`config.mk`:
```
export PLATFORM = sky130hd
export DESIGN_NAME = sram_controller_flat
export DESIGN_NICKNAME = d
export VERILOG_FILES = /design/src/rtl/sram_controller_pkg.sv /design/src/rtl/sram_controller_if.sv /design/src/rtl/sram_controller.sv /design/src/flat_wrapper.sv
export SDC_FILE = /design/constraint.sdc
export NUM_CORES = 1
export LEC_CHECK = 0
export CAP_MARGIN = 20
export CORE_AREA = 4 4 112 114
export DETAILED_ROUTE_END_ITERATION = 16
export DIE_AREA = 0 0 116 118
export GPL_TIMING_DRIVEN = 0
export PLACE_DENSITY_LB_ADDON = 0.1
export SETUP_SLACK_MARGIN = 0.1
export SLEW_MARGIN = 20
export SYNTH_ARGS = -nofsm -noshare
export SYNTH_HDL_FRONTEND = slang
export SYNTH_SLANG_ARGS = --single-unit
```
`constraint.sdc`:
```
create_clock -name clk -period 5.62 [get_ports clk]
set_clock_uncertainty 0.1 [all_clocks]
set_input_delay 0.843 -clock clk [delete_from_list [all_inputs] [get_ports clk]]
set_output_delay 0.843 -clock clk [all_outputs]
set_load 0.03 [all_outputs]
```
`src/rtl/sram_controller_pkg.sv`:
```
// Shared memory-side definitions for the SRAM controller slice.
// Holds the FSM state type, SRAM bus widths and the default SRAM base address.
package arm_mem_pkg;

   typedef enum logic [1:0] {
      IDLE,
      LO,
      HI,
      DONE
   } state_t;

   localparam int          SRAM_ADDR_W   = 17;
   localparam int          SRAM_DATA_W   = 16;
   localparam logic [31:0] DEF_BASE_ADDR = 32'd1024;

   // SRAM word index of a byte address; wraps mod 2^16, low bits dropped.
   function automatic logic [15:0] word_index(
      input logic [31:0] addr,
      input logic [31:0] base
   );
      return 16'((addr - base) >> 2);
   endfunction

endpackage

```
`src/rtl/sram_controller_if.sv`:
```
// Bundle between the MEM stage, the SRAM controller and the SRAM pins.
// master: pipeline + SRAM side; slave: sram_controller.
interface sram_controller_if;
   import arm_mem_pkg::*;

   logic                   wr_en;
   logic                   rd_en;
   logic [31:0]            address;
   logic [31:0]            write_data;
   logic [31:0]            read_data;
   logic                   ready;
   logic [SRAM_ADDR_W-1:0] sram_addr;
   logic [SRAM_DATA_W-1:0] sram_dq_out;
   logic [SRAM_DATA_W-1:0] sram_dq_in;
   logic                   sram_dq_oe;
   logic                   sram_we_n;

   modport master (
      output wr_en, rd_en, address, write_data, sram_dq_in,
      input  read_data, ready, sram_addr, sram_dq_out,
      input  sram_dq_oe, sram_we_n
   );

   modport slave (
      input  wr_en, rd_en, address, write_data, sram_dq_in,
      output read_data, ready, sram_addr, sram_dq_out,
      output sram_dq_oe, sram_we_n
   );

endinterface

```
`src/rtl/sram_controller.sv`:
```
// Splits 32-bit MEM-stage loads/stores into two 16-bit SRAM accesses (LO, HI).
// Ports: clk, rst (async, active high), bus (sram_controller_if.slave).
module sram_controller
   import arm_mem_pkg::*;
#(
   parameter int          WAIT_CYCLES = 1,
   parameter logic [31:0] BASE_ADDR   = DEF_BASE_ADDR
) (
   input logic              clk,
   input logic              rst,
   sram_controller_if.slave bus
);

   state_t                 state;
   logic [2:0]             cnt;
   logic                   op_rd;
   logic [15:0]            idx;
   logic [15:0]            wdata_hi;
   logic [15:0]            rd_lo;
   logic [31:0]            rdata;
   logic [SRAM_ADDR_W-1:0] addr_q;
   logic [SRAM_DATA_W-1:0] dq_q;
   logic                   oe_q;
   logic                   we_n_q;

   logic        req;
   logic        last;
   logic [15:0] new_idx;

   assign req     = bus.rd_en | bus.wr_en;
   assign last    = (cnt == 3'(WAIT_CYCLES));
   assign new_idx = word_index(bus.address, BASE_ADDR);

   assign bus.ready       = ((state == IDLE) && !req) || (state == DONE);
   assign bus.read_data   = rdata;
   assign bus.sram_addr   = addr_q;
   assign bus.sram_dq_out = dq_q;
   assign bus.sram_dq_oe  = oe_q;
   assign bus.sram_we_n   = we_n_q;

   // SRAM pin registers are loaded on the transition into the phase
   // they belong to, so they are valid for that phase's whole duration.
   always_ff @(posedge clk or posedge rst) begin
      if (rst) begin
         state    <= IDLE;
         cnt      <= '0;
         op_rd    <= 1'b0;
         idx      <= '0;
         wdata_hi <= '0;
         rd_lo    <= '0;
         rdata    <= '0;
         addr_q   <= '0;
         dq_q     <= '0;
         oe_q     <= 1'b0;
         we_n_q   <= 1'b1;
      end else begin
         unique case (state)
            IDLE: begin
               if (req) begin
                  // A load wins when both requests are present.
                  op_rd    <= bus.rd_en;
                  idx      <= new_idx;
                  wdata_hi <= bus.write_data[31:16];
                  cnt      <= '0;
                  state    <= LO;
                  addr_q   <= {new_idx, 1'b0};
                  oe_q     <= ~bus.rd_en;
                  we_n_q   <= bus.rd_en;
                  dq_q     <= bus.rd_en ? '0 : bus.write_data[15:0];
               end
            end
            LO: begin
               if (last) begin
                  cnt    <= '0;
                  state  <= HI;
                  rd_lo  <= bus.sram_dq_in;
                  addr_q <= {idx, 1'b1};
                  dq_q   <= op_rd ? '0 : wdata_hi;
               end else begin
                  cnt <= cnt + 3'd1;
               end
            end
            HI: begin
               if (last) begin
                  cnt    <= '0;
                  state  <= DONE;
                  addr_q <= '0;
                  dq_q   <= '0;
                  oe_q   <= 1'b0;
                  we_n_q <= 1'b1;
                  if (op_rd) begin
                     rdata <= {bus.sram_dq_in, rd_lo};
                  end
               end else begin
                  cnt <= cnt + 3'd1;
               end
            end
            DONE: begin
               state <= IDLE;
            end
            default: begin
               state <= IDLE;
            end
         endcase
      end
   end

endmodule

```
`src/flat_wrapper.sv`:
```
// flat-port wrapper written by rule: the top's interface ports become plain ports
module sram_controller_flat import arm_mem_pkg::*;
#(
   parameter int          WAIT_CYCLES = 1,
   parameter logic [31:0] BASE_ADDR   = DEF_BASE_ADDR
)
  (clk, rst, bus_wr_en, bus_rd_en, bus_address, bus_write_data, bus_sram_dq_in, bus_read_data, bus_ready, bus_sram_addr, bus_sram_dq_out, bus_sram_dq_oe, bus_sram_we_n);
  sram_controller_if bus_i ();
  input logic clk;
  input logic rst;
  input wire logic [$bits(bus_i.wr_en)-1:0] bus_wr_en;
  input wire logic [$bits(bus_i.rd_en)-1:0] bus_rd_en;
  input wire logic [$bits(bus_i.address)-1:0] bus_address;
  input wire logic [$bits(bus_i.write_data)-1:0] bus_write_data;
  input wire logic [$bits(bus_i.sram_dq_in)-1:0] bus_sram_dq_in;
  output wire logic [$bits(bus_i.read_data)-1:0] bus_read_data;
  output wire logic [$bits(bus_i.ready)-1:0] bus_ready;
  output wire logic [$bits(bus_i.sram_addr)-1:0] bus_sram_addr;
  output wire logic [$bits(bus_i.sram_dq_out)-1:0] bus_sram_dq_out;
  output wire logic [$bits(bus_i.sram_dq_oe)-1:0] bus_sram_dq_oe;
  output wire logic [$bits(bus_i.sram_we_n)-1:0] bus_sram_we_n;
  assign bus_i.wr_en = bus_wr_en;
  assign bus_i.rd_en = bus_rd_en;
  assign bus_i.address = bus_address;
  assign bus_i.write_data = bus_write_data;
  assign bus_i.sram_dq_in = bus_sram_dq_in;
  assign bus_read_data = bus_i.read_data;
  assign bus_ready = bus_i.ready;
  assign bus_sram_addr = bus_i.sram_addr;
  assign bus_sram_dq_out = bus_i.sram_dq_out;
  assign bus_sram_dq_oe = bus_i.sram_dq_oe;
  assign bus_sram_we_n = bus_i.sram_we_n;
  sram_controller #(.WAIT_CYCLES(WAIT_CYCLES), .BASE_ADDR(BASE_ADDR)) u_core (.clk(clk), .rst(rst), .bus(bus_i));
endmodule
```
; Word-level counts from Yosys, hierarchy flattened
; Cells that the tools add are included.
[op_classes]
add_sub_neg = 2
multipliers = 0
div_mod_pow = 0
n_lt_le_gt_ge = 0
eq_ne = 7
shifts = 0
muxes = 23
bitwise = 2
reduce_logical = 15
[ops]
columns = cell, count
row1 = $mux 16, 5
row2 = $mux 17, 3
row3 = $pmux 17 s3, 1
row4 = $pmux 16 s3, 1
row5 = $sub 18x11->18 const B, 1
row6 = $reduce_and 3->1, 3
row7 = $pmux 2 s4, 1
row8 = $mux 2, 3
row9 = $mux 3, 2
row10 = $ne 2x1->1 const B, 3
row11 = $pmux 3 s2, 1
row12 = $reduce_and 2->1, 3
row13 = $eq 2x2->1 const B, 2
row14 = $mux 1, 4
row15 = $pmux 1 s2, 2
row16 = $reduce_and 4->1, 1
row17 = $reduce_bool 2->1, 2
row18 = $add 3x1->3 const B, 1
row19 = $eq 3x1->1 const B, 1
row20 = $reduce_bool 3->1, 1
row21 = $eq 2x1->1 const B, 1
row22 = $logic_not 2->1, 1
row23 = $reduce_or 2->1, 1
row24 = $logic_and 1x1->1, 1
row25 = 4 further kinds, 4
[word_totals]
reg_bits = 121
latch_bits = 0
ramBits = 0
rom_bits = 0
out_inout_bits = 68
mem_count = 0

; Longest topological paths before layout
; Gate-level depths: netlist of the first run.
[logic_depth]
ltp_word = 4
ltp_mapped = 8
mapped_depth_nobuf = 7

; Least setup slack after synthesis of the first run
; Ideal clock, no wire load.
[synth_path]
kind = in2out
start = in bus_rd_en
end = out bus_ready
t_arrival_ns = 1.551
t_required_ns = 4.677
slack_ns = 3.126
stages = 3
n_path_buf = 0
cell_sequence = nor3b_1 -> nor2_1 -> inv_1
[synth_between]
elab_chain_len = 4
[synth_rtl]
columns = element, line
row1 = start: declaration, flat_wrapper.sv:12  ; input wire logic [$bits(bus_i.rd_en)-1:0] bus_rd_en;
row2 = $or 1x1->1, sram_controller.sv:30  ; assign req = bus.rd_en | bus.wr_en;
row3 = $logic_not 1->1, sram_controller.sv:34  ; assign bus.ready = ((state == IDLE) && !req) || (state == DONE);
row4 = $logic_and 1x1->1, sram_controller.sv:34
row5 = $logic_or 1x1->1, sram_controller.sv:34
row6 = end: declaration, flat_wrapper.sv:17  ; output wire logic [$bits(bus_i.ready)-1:0] bus_ready;
; Every way passes these cells.

; Final worst setup path of the first run
[layout_path]
start = in bus_wr_en
end = out bus_ready
[layout_between]
elab_chain_len = 4
[layout_rtl]
columns = element, line
row1 = start: declaration, flat_wrapper.sv:11  ; input wire logic [$bits(bus_i.wr_en)-1:0] bus_wr_en;
row2 = $or 1x1->1, sram_controller.sv:30
row3 = $logic_not 1->1, sram_controller.sv:34
row4 = $logic_and 1x1->1, sram_controller.sv:34
row5 = $logic_or 1x1->1, sram_controller.sv:34
; Every way passes these cells.

==> results.md, run 1 <==
* Outcome: finished clean
* Number of global-route vias before repair at 4148
* CTS clock-pin slew for the worst setup and hold paths at 50 ps
* Max Cap Viol at 0
* Number of synthesized flops with an enable pin at 0
* Placed cell count at 690
* Cell area after synthesis at 5090 µm²
* DR pass1 iterations at 4
* DR vias at 3768
* CTS buffer count at 17
* Async SR Flop Fraction at 100.0%
* Setup TNS at 0 ps
* Layout filler cell count at 943
* Min-delay worst type: flip-flop to flip-flop
* Unrepaired setup endpoints after global routing: no
* Minimum clock period at 3702 ps
* Worst-path maximum fanout at 5
* Initial core utilization at 44.58%
* Clock Path Buffers at 2
* Layout cell share with drive strength beyond 1 at 21.24%
* DIE HEIGHT at 118 µm
* Synthesized area per cell at 12.38 µm²
* # hold bufs at CTS at 0
* Hold Vio Cnt, Final at 0
* Crit path top cell by count: clkdlybuf4s50_1
* Startpoint Class: input pin
* Sequential-to-total area share from yosys stat at 59.51%
* Vias per inst at 5.219
* Share of the synthesized area in the top cell type at 59.00%
* DIE WIDTH at 116 µm
* Worst Path Required at 4680 ps
* Final cell count without fillers at 722
* Critical-path top delay cell: clkdlybuf4s50_1
* Post-CTS setup buffers at 0
* Worst-Skew Late Latency at 400 ps
* Dominant cell by count in the synthesized netlist: dfrtp_1
* Synth area leaders: dfrtp_1, mux2_2, a21oi_1
* PostCTS Resize Cnt at 0
* Post-detail-place hpwl at 8954 µm
* Worst slew pin tran at 644.0 ps
* Slew headroom at 56.91%
* Core ar. at 11420 µm²
* Unique masters post-synth at 44
* Die ar. at 13690 µm²
* Buffers on Ports at 135
* DRC viols at 0
* Leak Pwr at 3.091 nW
* Cell family with most CP delay: buffers and inverters
* Power Dens Cells at 688.9 nW/µm²
* Peak supply drop at 0.0003637 V
* YS warnings at 0
* Kind of critical path: input pin to primary output
* Fmax at 270.1 MHz
* Sequential share of power at 30.8%
* WP buf/inv at 3
* Worst-path cell chain: clkdlybuf4s50_1 > nor3b_1 > nor2_1 > inv_1 > clkdlybuf4s50_1
* Antenna Nets Post-Route at 0
* Io pins at 152
* FP Rows at 39
* Crit. End Element: primary output
* Clock network power share at 21.8%
* Drt total wl at 12430 µm
* Antenna violations before repair at 0
* Wire per inst at 17.21 µm
* Gpl congestion at 0.8079
* Final Max Tran Viols at 0
* Data arrival time of the worst path at 2760 ps
* Slowest cell delay on critical path at 690 ps
* Psw at 1.920 mW
* Largest net degree at the start of global routing at 68
* Hold WS at 377.9 ps
* Most instantiated cells after synthesis: dfrtp_1, mux2_2, nor2_1, a21oi_1, a22oi_1
* CTS tree: yes
* Nets at 655
* Int Pwr at 3.079 mW
* Initial DRC count at 178
* Power Total at 5.000 mW
* #FFs+latches synth at 121
* Switch share at 38.41%
* Setup-failing EPs final at 0
* Comb pwr share at 47.4%
* Clk root buf: clkbuf_16
* H-tree Lvls at 4
* Post-synth top flop: dfrtp_1
* Layout area overhead at 42.58%
* Syn Nets at 500
* First-pass GRT wire length at 20980 µm
* Total global-route track usage at 19.71%
* Cells after synthesis at 411
* Area leader, netlist: dfrtp_1
* Total congestion overflow at 0
* Antenna diodes at 0
* Clock sinks at 121
* Tcrit/Tclk final at 65.87%
==> routing by layer <==
metal	GRT usage (%)	up-vias	share of wire (%)
met5	0	-	0
met4	7.397	0	1.4
met3	6.735	17	7.7
met2	31.19	114	49
met1	24.87	1863	42
li1	-	1774	-
==> path summary, 6_finish.rpt <==
check / from / end / slack [ps] / cells after the start
min in group asynchronous: rst / u_core.bus.read_data[20]$_DFFE_PP0P_ / 770 / 2
worst min-delay path: u_core.idx[11]$_DFFE_PP0P_ / u_core.idx[11]$_DFFE_PP0P_ / 380 / 1
worst max-delay path: bus_wr_en / bus_ready / 1920 / 5
worst min register to register: u_core.idx[11]$_DFFE_PP0P_ / u_core.idx[11]$_DFFE_PP0P_ / 380 / 1
worst max register to register: u_core.state[0]$_DFFE_PP0P_ / u_core.bus.sram_dq_out[13]$_DFFE_PP0P_ / 3150 / 7
max in group asynchronous: rst / u_core.wdata_hi[6]$_DFFE_PP0P_ / 3950 / 3
==> cell families after synthesis <==
logic type	share of synthesized area, %
AO/OA/AOI/OAI	10.79
XOR/XNOR	0.5163
adder cells (fa/ha/maj)	1.229
buffers and inverters	3.343
flip-flops	59.51
multiplexers	16.77
AND/OR/NAND/NOR	7.842
==> worst reg2reg max path, delay by kind of cell (launching register included) <==
kind | cells | cell delay, ps
flops | 1 | 390
compound gates | 2 | 350
fa+ha+maj | 1 | 310
buf+inv | 3 | 740
simple gates | 1 | 520
==> registers in the layout, indices dropped and copies added, names as in the netlist <==
name	cells
u_core.idx	16
u_core.rd_lo	16
u_core.state	2
u_core.bus.sram_addr	17
u_core.cnt	3
u_core.bus.sram_dq_out	16
u_core.wdata_hi	16
u_core.bus.read_data	32
u_core.bus.sram_dq_oe	1
u_core.bus.sram_we_n	1
u_core.op_rd	1
==> power by group through the flow <==
stage / Sequential, mW / Clock (mW) / Combinational (mW)
4_1_cts: 1.54 / 1.11 / 2.41
6_report: 1.54 / 1.09 / 2.37
3_5_place_dp: 1.55 / 0 / 2.40
5_1_grt: 1.60 / 1.15 / 2.59
2_1_floorplan: 1.97 / 0 / 1.09
3_3_place_gp: 1.53 / 0 / 2.34
==> final cells by class <==
cell class / instances / area (µm²) / area share (%)
repair buffers: 136 / 1379 / 19.00
inverters: 10 / 42.54 / 0.5862
multi-input cells: 255 / 1891 / 26.05
plain buffers: 25 / 132.6 / 1.828
clock inverters: 6 / 85.08 / 1.172
flip-flops and latches: 121 / 3029 / 41.74
clock buffers: 26 / 519.2 / 7.155
well taps: 143 / 178.9 / 2.466
==> layout by cell type, fill, tap and decap left out, types with 2 or more instances in the layout <==
cell               n
o211ai_1           2
mux2_1             2
buf_6              3
nor2b_1            9
nor3b_1            3
xnor2_1            3
ha_1               5
mux2_2            72
dfrtp_1          120
o21ai_0           11
a31oi_1           14
o21ai_1            2
clkbuf_1          13
o21a_1             2
a21oi_1           33
a21o_1             3
clkinvlp_4         2
and2_1             2
clkbuf_16         17
clkinv_2           2
nand3_1            4
clkbuf_8           6
or4_1              2
nor2_1            39
buf_2             10
bufinv_16          2
clkdlybuf4s50_1  135
nor3_1             2
a22oi_1           16
mux2i_1            2
nand2_1           12
inv_1              9
==> metrics by stage <==
step           cell area [µm²]  setup slack, ps  util (%)
6_report                  7257             1918     63.55
5_1_grt                   7257             1766     63.55
4_1_cts                   7257             1900     63.55
3_5_place_dp              6653             1905     58.26
3_3_place_gp              6620           -266.6     57.98
2_1_floorplan             5090             1464         -
Note: power is estimated with default switching activity, not from simulation.
==> run 2: changes to the inputs <==
Clock period 5.62 ns to 3.5 ns, I/O delays scaled along.
==> results.md, run 2 (synthesis results as in run 1) <==
* Outcome: finished clean
* Kind of critical path: flip-flop to primary output
* Comb pwr share at 47.1%
* Unrepaired setup endpoints after global routing: no
* Minimum clock period at 3021 ps
* Sequential share of power at 30.7%
* Total congestion overflow at 0
* Startpoint Class: flip-flop
* Max Cap Viol at 0
* Vias per inst at 5.313
* Clock network power share at 22.2%
* Min-delay worst type: flip-flop to flip-flop
* DRC viols at 0
* Hold Vio Cnt, Final at 0
* Psw at 3.102 mW
* FP Rows at 39
* Dpl ws at 421.1 ps
* Max FFs per register at 32
* Antenna violations before repair at 0
* RR Startpoint: u_core.state[0]$_DFFE_PP0P_
* Drt total wl at 12830 µm
* Switch share at 38.26%
* Clk root buf: clkbuf_16
* First-pass GRT wire length at 21070 µm
* Fmax at 331.0 MHz
* Power Total at 8.106 mW
* Worst R2R Setup Slack at 1010 ps
* DR pass1 iterations at 5
* Number of global-route vias before repair at 4079
* CTS clock-pin slew for the worst setup and hold paths at 60 ps
* Core ar. at 11420 µm²
* Antenna Nets Post-Route at 0
* Setup-failing EPs final at 0
* Peak supply drop at 0.0006113 V
* Nets at 658
* Crit. End Element: primary output
* Die ar. at 13690 µm²
* Int Pwr at 5.004 mW
* Slew headroom at 57.32%
* DIE WIDTH at 116 µm
* Clock Path Buffers at 2
* Register-to-Register Path Depth at 7
* Total global-route track usage at 19.60%
* Launch point of the worst path: u_core.state[0]$_DFFE_PP0P_
* Data arrival time of the worst path at 2400 ps
* Worst Path Required at 2870 ps
* Wire per inst at 17.70 µm
* Initial DRC count at 213
* Gpl congestion at 0.8234
* Final Max Tran Viols at 0
* Reg-to-Reg End: u_core.bus.sram_dq_out[8]$_DFFE_PP0P_
* Post-CTS setup buffers at 0
* Initial core utilization at 44.58%
* Post-detail-place hpwl at 9241 µm
* Io pins at 152
* Final setup margin at 479.3 ps
* Layout area overhead at 44.10%
* CTS tree: yes
* Power Dens Cells at 1105 nW/µm²
* Layout cell share with drive strength beyond 1 at 21.82%
* DR vias at 3852
* Hold WS at 382.0 ps
* Clock sinks at 121
* # hold bufs at CTS at 0
* DIE HEIGHT at 118 µm
* Setup TNS at 0 ps
* Layout filler cell count at 936
* Most common cell after layout, fill and taps aside: clkdlybuf4s50_1
* Leak Pwr at 3.127 nW
* Worst-path maximum fanout at 6
* CP Capture Point: bus_ready
* Hold depth at 1
* Largest net degree at the start of global routing at 33
* CTS buffer count at 17
* Buffers on Ports at 135
* PostCTS Resize Cnt at 0
* H-tree Lvls at 4
* Worst slew pin tran at 637.9 ps
* Most frequent cells in the layout: clkdlybuf4s50_1, dfrtp_1, mux2_2
* Antenna diodes at 0
* Tcrit/Tclk final at 86.31%
* Worst-Skew Late Latency at 410 ps
==> run 2: power groups by stage <==
| stage | logic, mW | clock network [mW] | registers, mW |
|---|---|---|---|
| after detailed placement | 3.85 | 0 | 2.50 |
| final | 3.82 | 1.80 | 2.49 |
| after global routing | 4.15 | 1.90 | 2.58 |
| after CTS | 3.87 | 1.83 | 2.49 |
| after floorplan | 1.75 | 0 | 3.16 |
| after global placement | 3.76 | 0 | 2.46 |
==> run 2: worst max-delay path: stages (launching register included) <==
cell	delay, ps
dfrtp_1	420
inv_1	100
ha_1	250
nor3b_2	310
nor2_1	90
inv_1	130
clkdlybuf4s50_1	690
==> run 2: metal layers <==
metal,global-route usage (%),vias up,part of all wire [%]
met3,7.352,19,7.8
met1,25.55,1928,43
li1,-,1780,-
met2,29.71,125,47
met4,7.252,0,1.7
met5,0,-,0
==> run 2: worst min path at each step <==
stage	start	end	slack (ps)
floorplan	u_core.idx[13]$_DFFE_PP0P_	u_core.idx[13]$_DFFE_PP0P_	350
CTS	u_core.idx[13]$_DFFE_PP0P_	u_core.idx[13]$_DFFE_PP0P_	380
global route	rst	u_core.bus.sram_dq_out[9]$_DFFE_PP0P_	410
finish	u_core.idx[13]$_DFFE_PP0P_	u_core.idx[13]$_DFFE_PP0P_	380
detailed placement	u_core.idx[13]$_DFFE_PP0P_	u_core.idx[13]$_DFFE_PP0P_	370
global placement	u_core.idx[11]$_DFFE_PP0P_	u_core.idx[11]$_DFFE_PP0P_	360
==> run 2: cell type report <==
| cell class | instances | area, µm² | area share, % |
|---|---|---|---|
| buffer | 25 | 132.6 | 1.808 |
| clock buffer | 25 | 505.5 | 6.892 |
| clock inverter | 7 | 112.6 | 1.535 |
| inverter | 10 | 41.29 | 0.5629 |
| multi-input combinational | 255 | 1896 | 25.84 |
| sequential | 121 | 3029 | 41.30 |
| tap | 143 | 178.9 | 2.439 |
| timing repair buffer | 139 | 1439 | 19.62 |
==> run 2: metrics by stage <==
stage               cells  cell area (µm²)  util (%)
floorplan             411             5094         -
global placement      689             6624     58.01
detailed placement    693             6711     58.78
CTS                   725             7330     64.19
global route          725             7335     64.23
finish                725             7335     64.23
==> run 3: changes to the inputs <==
Settings changed: SKIP_LAST_GASP set to 1.
==> results of run 3 <==
Same layout as run 2: the final DEF is identical, and so are final timing and power.
==> edit 1: new RTL, config.mk and constraints of run 2 <==
Reset style: synchronous (`rst`), changed in one clocked block. Comments in the files are not updated.
--- a/src/rtl/sram_controller.sv
+++ b/src/rtl/sram_controller.sv
@@ -40,7 +40,7 @@
 
    // SRAM pin registers are loaded on the transition into the phase
    // they belong to, so they are valid for that phase's whole duration.
-   always_ff @(posedge clk or posedge rst) begin
+   always_ff @(posedge clk) begin
       if (rst) begin
          state    <= IDLE;
          cnt      <= '0;
Formal check against the unedited RTL: differs if rst is asserted again (counterexample within 4 cycles, from zero or initial values and one cycle with rst high); with rst held inactive, the same outputs for 10 cycles.
==> edit 1 against run 2 <==
Non-clock buffer count rose by 13. Area after synthesis fell by 6.1%. Design area down 5.6%. Sequential cell count did not move. Routed wire length increased by 10%. Setup slack lost 0.13 ns. Total power shrank 25%. Register-to-register slack got worse by 0.04 ns. Highest routed layer unchanged.
==> edit 1: results <==
[synthesis]
yosys-top-cells-count = nand2_1 (157), dfxtp_1 (121), a21oi_1 (76)
synth_nets = 678
ys_async_sr_fraction_pct = 0
ys.flop_type = dfxtp_1
ys_types = 38
synth_area_leaders = dfxtp_1 (51%), nand2_1 (12%), a21oi_1 (8.0%), a211oi_1 (4.2%), nor2_1 (4.2%)
yosysWarnings = 0
ys_seq_area_share_pct = 50.7

[grt]
grt_util_met3_pct = 6.53
grt_pass1_wl_um = 22800
grt_start_max_net_pins = 17
antenna_found_initial = 0
first_global_vias = 4656
grt_usage_pct = 20.8
grt_use_met2_pct = 34.7
met1_usage_pct = 25.3

[routing]
drtIter0Drc = 253
wl_met2_um = 6890
vias_per_cell = 5.19
drtPass1Iterations = 4
dr_wl_met3_um = 1170
drt_wl_total_um = 14100
met1_length_um = 5900

[layout]
fillers = 1051
drive_gt1_share_pct = 5.59
fin_nets = 831
largest_register_ffs = 32

[place]
gp_congestion = 0.774
place_area_um2 = 6300
numPortBuffers = 134
dpl.hpwl_um = 10600

[worst_setup_path]
slowest_delay_ns = 0.66
timing.rr.start = u_core.state[1]$_SDFFE_PP0P_
crit_family = buffers and inverters
arrival_ns = 2.53
startpoint = u_core.state[0]$_SDFFE_PP0P_
cp_max_fo = 8

[worst_hold_path]
hp-class = reg2reg
min_from = u_core.wdata_hi[1]$_SDFFE_PP0P_

[clock_network]
numCtsBuffers = 17
h-tree-depth = 4
clock-root-buffer = clkbuf_16
post_cts_buffers = 0
path_clk_slew_ns = 0.05

[power]
seq-power_w = 0.00188
p_sw_w = 0.00228
ir_worst_vdd_uv = 543
clock_power_share_pct = 29.9
p_leak_nw = 2.52

[outcome]
status = completed

[sta]
max_slew_margin_pct = 58.1
edit 1: cell types whose count changed in the layout (fill, tap and decap cells not counted), moves of 11 or more:
cell      delta
a211oi_1    +27
a21oi_1     +43
a311oi_1    +11
a31oi_1     -12
clkbuf_1    +24
dfrtp_1    -120
dfxtp_1    +121
mux2_2      -72
nand2_1    +145
nand3_1     +11
nor2_1      +14
edit 1: cell families after synthesis:
logic type / synth area share [%]
AND/OR/NAND/NOR: 21.6
AO/OA/AOI/OAI: 19.7
flip-flops: 50.7
buffers and inverters: 4.14
adder cells (fa/ha/maj): 1.83
XOR/XNOR: 0.916
multiplexers: 1.05
edit 1: layout make-up:
cell class	count	area, µm²	share of cell area, %
sequential	121	2420	35.0
inverter	6	22.5	0.325
clock inverter	8	143	2.06
clock buffer	23	478	6.91
multi-input combinational	417	2160	31.2
buffer	43	175	2.53
timing repair buffer	134	1340	19.4
tap	143	179	2.59
edit 1: path summary, 6_finish.rpt:
path	end	slack, ns	depth (start not counted)
worst max-delay path	bus_ready	0.35	5
worst min register to register	u_core.wdata_hi[1]$_SDFFE_PP0P_	0.35	2
worst max register to register	u_core.bus.sram_dq_out[6]$_SDFFE_PP0P_	0.97	8
worst min-delay path	u_core.wdata_hi[1]$_SDFFE_PP0P_	0.35	2
edit 1: stage by stage:
| stage | instances | hold slack, ns | worst slack, ns | power [W] |
|---|---|---|---|---|
| detailed placement | 864 | 0.348 | 0.390 | 0.00431 |
| global placement | 864 | 0.342 | 0.391 | 0.00427 |
| global route | 895 | 0.371 | 0.196 | 0.00646 |
| floorplan | 587 | 0.332 | 1.46 | 0.00345 |
| finish | 895 | 0.353 | 0.346 | 0.00612 |
| CTS | 895 | 0.355 | 0.313 | 0.00615 |
==> edit 2: new RTL, config.mk and constraints of run 2 <==
Made on the original files. The 4 states of `state_t` get a Gray code encoding in 2 bits.
--- a/src/rtl/sram_controller_pkg.sv
+++ b/src/rtl/sram_controller_pkg.sv
@@ -3,10 +3,10 @@
 package arm_mem_pkg;
 
    typedef enum logic [1:0] {
-      IDLE,
-      LO,
-      HI,
-      DONE
+      IDLE = 2'b00,
+      LO   = 2'b01,
+      HI   = 2'b11,
+      DONE = 2'b10
    } state_t;
 
    localparam int          SRAM_ADDR_W   = 17;
Check against the original RTL: no difference found for any inputs over 10 cycles, from zero or initial values and one cycle with rst high; not proved beyond that.
==> edit 2 against run 2 <==
Design area decreased by 0.70%. Area after synthesis about the same. Total power decreased by 2.9%. Routed wire length decreased by 2.5%. Register-to-register slack got worse by 0.06 ns. Sequential cell count unchanged. Cell count decreased by 0.69%. Setup slack got worse by 0.10 ns.
==> edit 2: results <==
[routing]
vias_per_cell = 5.21
drtIter0Drc = 152
drt_wl_total_um = 12500
wire_per_inst_um = 17.4
drtPass1Iterations = 4

[power]
ir_worst_vdd_uv = 618
p_leak_nw = 3.08
p_sw_w = 0.00302

[clock_network]
clock-root-buffer = clkbuf_16
clk_latency_ns = 0.41
numCtsBuffers = 17
clock_path_buffers = 2

[synthesis]
synthMuxAreaShare_pct = 16.1
yosysWarnings = 0
synth_area_leaders = dfrtp_1 (59%), mux2_2 (16%), a21oi_1 (2.9%), a22oi_1 (2.4%), nor2_1 (2.4%)
ys_types = 39
synth_compound_area_share_pct = 10.6
synth_fa_ha_area_share_pct = 1.47
synth_xor_xnor_area_share_pct = 1.03
synth_area_um2 = 5090
yosys-top-cells-count = dfrtp_1 (120), mux2_2 (71), nor2_1 (32)
ys_seq_area_share_pct = 59.5
ys.flop_type = dfrtp_1
synth_nets = 496

[layout]
drive_gt1_share_pct = 23.2
fillers = 934
fin_nets = 654
antenna_cells = 0
largest_register_ffs = 32

[grt]
first_global_vias = 3918
grt_pass1_wl_um = 20300
grt_start_max_net_pins = 34
grt_usage_pct = 19.2

[place]
dpl.hpwl_um = 9070
gp_congestion = 0.762
numPortBuffers = 135
place_area_um2 = 6710

[worst_setup_path]
crit_path_top_delay_cell = clkdlybuf4s50_1
arrival_ns = 2.50
reg2reg_to = u_core.bus.sram_dq_out[6]$_DFFE_PP0P_
rrSetupSlack_ns = 0.95
slowest_delay_ns = 0.69
crit_family = buffers and inverters
cp_max_fo = 8

[sta]
worst_pin_slew_ns = 0.735

[outcome]
status = completed

[worst_hold_path]
hp-class = in2async
-- edit 2: cell count changes after synthesis, moves of 3 or more --
cell      before  now
a31oi_1       14    0
a21oi_2        0   11
nand2_1       12   20
nor2b_1        9    1
nor3b_1        3   11
nor2_1        39   32
a21oi_1       33   29
o21ai_0       11   15
inv_1         10    7
nor3_1         2    5
o211ai_1       2    5
-- edit 2: final cells by class --
type / count / area [µm²] / area share [%]
Sequential cell: 121 / 3030 / 41.6
Multi-Input combinational cell: 253 / 1900 / 26.1
Timing Repair Buffer: 139 / 1440 / 19.8
Clock buffer: 22 / 464 / 6.37
Tap cell: 143 / 179 / 2.46
Buffer: 25 / 138 / 1.89
Clock inverter: 10 / 100 / 1.37
Inverter: 7 / 30.0 / 0.412
-- edit 2: through the flow --
stage / setup WS, ns / instances / util, % / hold WS (ns)
global route: 0.210 / 720 / 63.8 / 0.374
detailed placement: 0.378 / 688 / 58.8 / 0.369
global placement: 0.251 / 684 / 58.0 / 0.363
finish: 0.378 / 720 / 63.8 / 0.366
CTS: 0.253 / 720 / 63.7 / 0.356
floorplan: 1.39 / 406 / - / 0.349
-- edit 2: power groups by stage --
stage	sequential (W)	combinational, W	clock, W
after floorplan	0.00316	0.00171	0
after global placement	0.00246	0.00369	0
after detailed placement	0.00249	0.00377	0
after CTS	0.00248	0.00379	0.00169
after global routing	0.00256	0.00403	0.00177
final	0.00247	0.00374	0.00166
-- edit 2: layer usage --
layer | global-route usage [%] | vias to the layer above | wire length (µm)
li1 | - | 1749 | -
met4 | 7.76 | 0 | 277
met3 | 6.27 | 24 | 832
met2 | 29.8 | 119 | 6080
met1 | 24.7 | 1860 | 5320
met5 | 0 | - | 0
